==> src/rtl/dmem_arbiter.sv <==
// rtl/dmem_arbiter.sv - shares the single-port data memory between the CPU MEM stage and a DMA burst master
//
// Purpose:
//   The CPU owns dmem by default and its accesses pass through combinationally.
//   A DMA burst takes dmem for len consecutive cycles and stalls the CPU
//   pipeline while it runs. A saturating starvation counter bounds how long
//   a pending DMA request may wait behind continuous CPU traffic.
//
// Ports:
//   clk, reset                      clock (rising edge), asynchronous active-low reset
//   cpu_req/cpu_we/cpu_addr/cpu_wdata  MEM stage access request
//   cpu_rdata                       load data back to the pipeline
//   cpu_stall                       freeze F/D/E/M; CPU access not performed this cycle
//   dma_req/dma_we/dma_addr/dma_len burst request (held until dma_done)
//   dma_wdata/dma_rdata             per-beat write/read data
//   dma_ack                         beat performed this cycle
//   dma_done                        pulse with the last beat's ack
//   mem_we/mem_addr/mem_wdata       to dmem
//   mem_rdata                       from dmem (asynchronous read)
module dmem_arbiter #(
  parameter int AW           = 32,
  parameter int DW           = 32,
  parameter int LENW         = 5,
  parameter int STARVE_LIMIT = 4
) (
  input  logic            clk,
  input  logic            reset,
  input  logic            cpu_req,
  input  logic            cpu_we,
  input  logic [AW-1:0]   cpu_addr,
  input  logic [DW-1:0]   cpu_wdata,
  output logic [DW-1:0]   cpu_rdata,
  output logic            cpu_stall,
  input  logic            dma_req,
  input  logic            dma_we,
  input  logic [AW-1:0]   dma_addr,
  input  logic [LENW-1:0] dma_len,
  input  logic [DW-1:0]   dma_wdata,
  output logic [DW-1:0]   dma_rdata,
  output logic            dma_ack,
  output logic            dma_done,
  output logic            mem_we,
  output logic [AW-1:0]   mem_addr,
  output logic [DW-1:0]   mem_wdata,
  input  logic [DW-1:0]   mem_rdata
);

  localparam int SCW = (STARVE_LIMIT < 1) ? 1 : $clog2(STARVE_LIMIT + 1);

  typedef enum logic {
    IDLE      = 1'b0,
    DMA_BURST = 1'b1
  } state_t;

  state_t          state_q, state_d;
  logic [LENW-1:0] beat_q, beat_d;
  logic [LENW-1:0] len_q, len_d;
  logic [AW-1:0]   base_q, base_d;
  logic            we_q, we_d;
  logic [SCW-1:0]  starve_q, starve_d;

  logic starved;
  logic last_beat;

  assign starved   = (starve_q == SCW'(STARVE_LIMIT));
  assign last_beat = (beat_q == (len_q - LENW'(1)));

  // Datapath muxing. The CPU path is purely combinational so loads and
  // stores see no added latency while the arbiter is idle.
  always_comb begin
    mem_we    = 1'b0;
    mem_addr  = cpu_addr;
    mem_wdata = cpu_wdata;
    cpu_rdata = mem_rdata;
    dma_rdata = mem_rdata;
    cpu_stall = 1'b0;
    dma_ack   = 1'b0;
    dma_done  = 1'b0;
    if (state_q == DMA_BURST) begin
      mem_we    = we_q;
      // Byte address of the current word; wraps modulo 2**AW.
      mem_addr  = base_q + (AW'(beat_q) << 2);
      mem_wdata = dma_wdata;
      dma_ack   = 1'b1;
      dma_done  = last_beat;
      cpu_stall = cpu_req;
    end else begin
      mem_we = cpu_req & cpu_we;
    end
    // The state flop is already held at IDLE by the async reset; this also
    // blocks a CPU store that happens to be presented while reset is low.
    if (!reset) begin
      mem_we = 1'b0;
    end
  end

  always_comb begin
    state_d  = state_q;
    beat_d   = beat_q;
    len_d    = len_q;
    base_d   = base_q;
    we_d     = we_q;
    starve_d = starve_q;
    if (state_q == IDLE) begin
      if (dma_req && (!cpu_req || starved)) begin
        state_d  = DMA_BURST;
        base_d   = dma_addr;
        we_d     = dma_we;
        len_d    = (dma_len == '0) ? LENW'(1) : dma_len;
        beat_d   = '0;
        starve_d = '0;
      end else if (dma_req && cpu_req) begin
        // Reaching this branch implies !starved, so the count saturates.
        starve_d = starve_q + SCW'(1);
      end
    end else begin
      // Leaving from the last beat always passes through one IDLE cycle,
      // which is what guarantees the CPU a slot between bursts.
      if (last_beat) begin
        state_d = IDLE;
        beat_d  = '0;
      end else begin
        beat_d = beat_q + LENW'(1);
      end
    end
  end

  always_ff @(posedge clk or negedge reset) begin
    if (!reset) begin
      state_q  <= IDLE;
      beat_q   <= '0;
      len_q    <= LENW'(1);
      base_q   <= '0;
      we_q     <= 1'b0;
      starve_q <= '0;
    end else begin
      state_q  <= state_d;
      beat_q   <= beat_d;
      len_q    <= len_d;
      base_q   <= base_d;
      we_q     <= we_d;
      starve_q <= starve_d;
    end
  end

endmodule

==> config.mk <==
export PLATFORM = sky130hd
export DESIGN_NAME = dmem_arbiter
export DESIGN_NICKNAME = d
export VERILOG_FILES = /design/src/rtl/dmem_arbiter.sv
export SDC_FILE = /design/constraint.sdc
export NUM_CORES = 1
export LEC_CHECK = 0
export BUFFER_PORTS_ARGS = -buffer_cell sky130_fd_sc_hd__clkbuf_2
export CAP_MARGIN = 20
export CORE_AREA = 2 2 117 119
export DETAILED_ROUTE_END_ITERATION = 16
export DIE_AREA = 0 0 119 121
export GPL_TIMING_DRIVEN = 0
export PLACE_DENSITY = 0.74
export SLEW_MARGIN = 20
export SYNTH_ARGS = -nofsm -noshare
export SYNTH_HDL_FRONTEND = slang
export SYNTH_SLANG_ARGS = --single-unit
==> constraint.sdc <==
create_clock -name clk -period 4.55 [get_ports clk]
set_clock_uncertainty 0.2 [all_clocks]
set_input_delay 0 -clock clk [delete_from_list [all_inputs] [get_ports clk]]
set_output_delay 0 -clock clk [all_outputs]
set_load 0.03 [all_outputs]
==> impl_metrics.yaml <==
placed_design:
  pre_cts_slack_ps: 1640
  numPortBuffers: 270
  place_congestion: 0.791
  hpwlAfterDp_mm: 11.3
critical_path:
  critPathLaunch: "beat_q[0]$_DFFE_PN0P_"
  r2r_start: "state_q$_DFF_PN0_"
  cp-end-kind: "output port"
  rrSetupSlack_ps: 1900
  r2r_end: "base_q[3]$_DFFE_PN0P_"
  critical_path_arrival_ps: 2990
  setup.worst_path.end: "mem_addr[30]"
  path_max_fanout: 10
  critPathLaunchType: "flop"
  crit_slowest_cell: "dfrtp_1"
  reg2reg_depth: 6
  cp_cell_sequence: "ha_1, fa_1, a211oi_1, o21bai_1, clkbuf_1, nand4b_1, xor2_1, a21oi_1, clkbuf_2"
  cp.required_ps: 4350
  critical_path.max_stage_delay_ps: 470
  crit_type: "flop to output port"
clock_tree:
  ctsLongestPathBuffers: 2
  clk_pin_slew_ps: 60
  cts_buffers: 5
  clock-root-buffer: "clkbuf_16"
  cts.sinks: 47
  cts_tree: "built"
  post_cts_buffers: 0
  htreeDepth: 2
  clkLatencyLatePin_ps: 290
detailed_routing:
  vias: 4161
  drt-wirelength-per-cell_um: 15.2
  drt-total-wl_mm: 14.0
  dr.pass1.iters: 4
  avgViaCountPerCell: 4.53
  first_iter_violations: 115
  antenna_left: 0
  drcViolationCount: 0
sta:
  relSlewSlack_pct: 40.4
  finalCritPeriodShare_pct: 70.1
  max_freq_ghz: 0.314
  finalCriticalPeriod_ps: 3190
  setup_tns_ps: 0
  report.final.slew_viol_count: 0
  hold_viol: 0
  worstMarginPinSlew_ps: 880
  whs_ps: 60.1
  setup_viol: 0
  final.setup.worst_slack_ps: 1360
  grt_setup_unrepaired: "false"
final_layout:
  diodes: 0
  nFillCells: 1266
  final_common_cell: "clkbuf_2"
  synthToLayoutAreaGrowth_pct: 53.7
  final_cell_mix: "clkbuf_2 (269), mux2_2 (72), buf_4 (64)"
  drive_gt1_share_pct: 57.6
  fin_nets: 923
  seqCellArea_mm2: 0.00118
  multi_input_area_mm2: 0.00219
synthesis:
  synth_seq_area_share_pct: 29.6
  synth_fp_nets: 604
  synth_ff_type: "dfrtp_1"
  yosysTopAreaCellShare_pct: 29.0
  avgSynthCellArea_um2: 9.39
  yosys_warnings: 0
  synth_edf_count: 0
  synth.cell_area_mm2: 0.00397
  synth.area.top_cells: "dfrtp_1 (29%), mux2_2 (20%), buf_4 (12%)"
  yosys.area.top_type: "dfrtp_1"
  synth_cell_types: 46
  synthArstFlopShare_pct: 100
  synth-seq-cells: 47
  syn-instance-count: 423
global_route:
  grt_use_total_pct: 18.4
  overflow: 0
  grt_max_degree: 49
  grt_pass1_wl_mm: 21.0
  antenna_found_initial: 0
  grt_pass1_vias: 4041
die:
  die_width_um: 119
  die_h_um: 121
  io_pins: 303
  dieArea_mm2: 0.0144
  rows: 42
  initial_core_util_pct: 30.4
  core_mm2: 0.0131
flow_run:
  drv_cap: 0
power_and_ir_drop:
  cellPowerDensity_mw_per_mm2: 600
  p_leak_nw: 3.07
  ir_drop_v: 0.000352
  power_w: 0.00367
hold_path:
  hp-class: "input port to output port"
status:
  status: "finished clean"
## worst max-delay path: cells and delay by family, from the launching register on
family          cells  cell delay, ps
buf+inv             2             670
compound gates      3             630
fa+ha+maj           2             510
flops               1             470
simple gates        1             230
xor+xnor            1             190
## cells by family (layout without fill, tap and decap cells)
group	Yosys count	count (layout)	synth area share, %
fa+ha+maj	10	10	3.34
compound gates	69	69	11.2
flops	47	47	29.6
mux	73	73	20.7
xor+xnor	33	33	7.27
buf+inv	93	413	15.2
simple gates	98	98	12.7
## per-layer routing
layer	share of wire (%)	global-route usage [%]	vias up
li1	-	-	2054
met1	40	21.7	1924
met2	53	34.2	170
met3	6.4	3.90	13
met4	1.1	3.79	0
met5	0	0	-
## stage by stage
| step | instance area (um^2) | util, % | cells |
|---|---|---|---|
| after floorplan | 3970 | - | 423 |
| after global placement | 5550 | 42.4 | 869 |
| after detailed placement | 5550 | 42.4 | 869 |
| after CTS | 6110 | 46.7 | 919 |
| after global routing | 6110 | 46.7 | 919 |
| final | 6110 | 46.7 | 919 |
## cells in the mapped netlist (4+ instances only)
library cell,number
mux2_2,72
nor2_1,29
a21o_1,4
nand3_1,10
and4_1,4
inv_1,9
ha_1,9
xor2_1,15
nand4_1,9
a211oi_1,8
nand2_1,25
buf_2,6
xnor2_1,18
clkbuf_1,13
a21oi_1,31
dfrtp_1,46
buf_4,64
o21ai_0,13
## what timing repair did
| action | CTS | global route |
|---|---|---|
| endpoints found under the hold margin | 90 | 0 |
| gates resized for setup | 0 | 0 |
| hold buffers | 42 | 0 |
| endpoints found under the setup margin | 0 | 0 |
## report_power, final
group | switching (W) | total (W) | internal, W
clock | 0.000159 | 0.000363 | 0.000204
combinational | 0.00151 | 0.00245 | 0.000938
sequential | 0.000228 | 0.000851 | 0.000623
total | 0.00190 | 0.00367 | 0.00176
## how the worst min path moves through the flow
stage / startpoint / end / depth (start not counted)
after floorplan: reset / base_q[0]$_DFFE_PN0P_ / 0
after global routing: mem_rdata[2] / cpu_rdata[2] / 2
after global placement: dma_addr[31] / base_q[31]$_DFFE_PN0P_ / 3
after CTS: mem_rdata[10] / cpu_rdata[10] / 2
after detailed placement: reset / base_q[21]$_DFFE_PN0P_ / 1
final: mem_rdata[2] / cpu_rdata[2] / 2
## state kept, by name (all words and copies together), names as in the netlist
register,flops
len_q,5
starve_q,3
base_q,32
beat_q,5
state_q,1
we_q,1
## area by class of cell
cell class,count,share of cell area (%)
Sequential cell,47,19.3
Inverter,9,0.553
Buffer,84,9.34
Timing Repair Buffer,312,29.1
Clock inverter,1,0.0820
Clock buffer,7,2.17
Multi-Input combinational cell,283,35.9
Tap cell,176,3.61
Note: power is estimated with default switching activity, not from simulation.
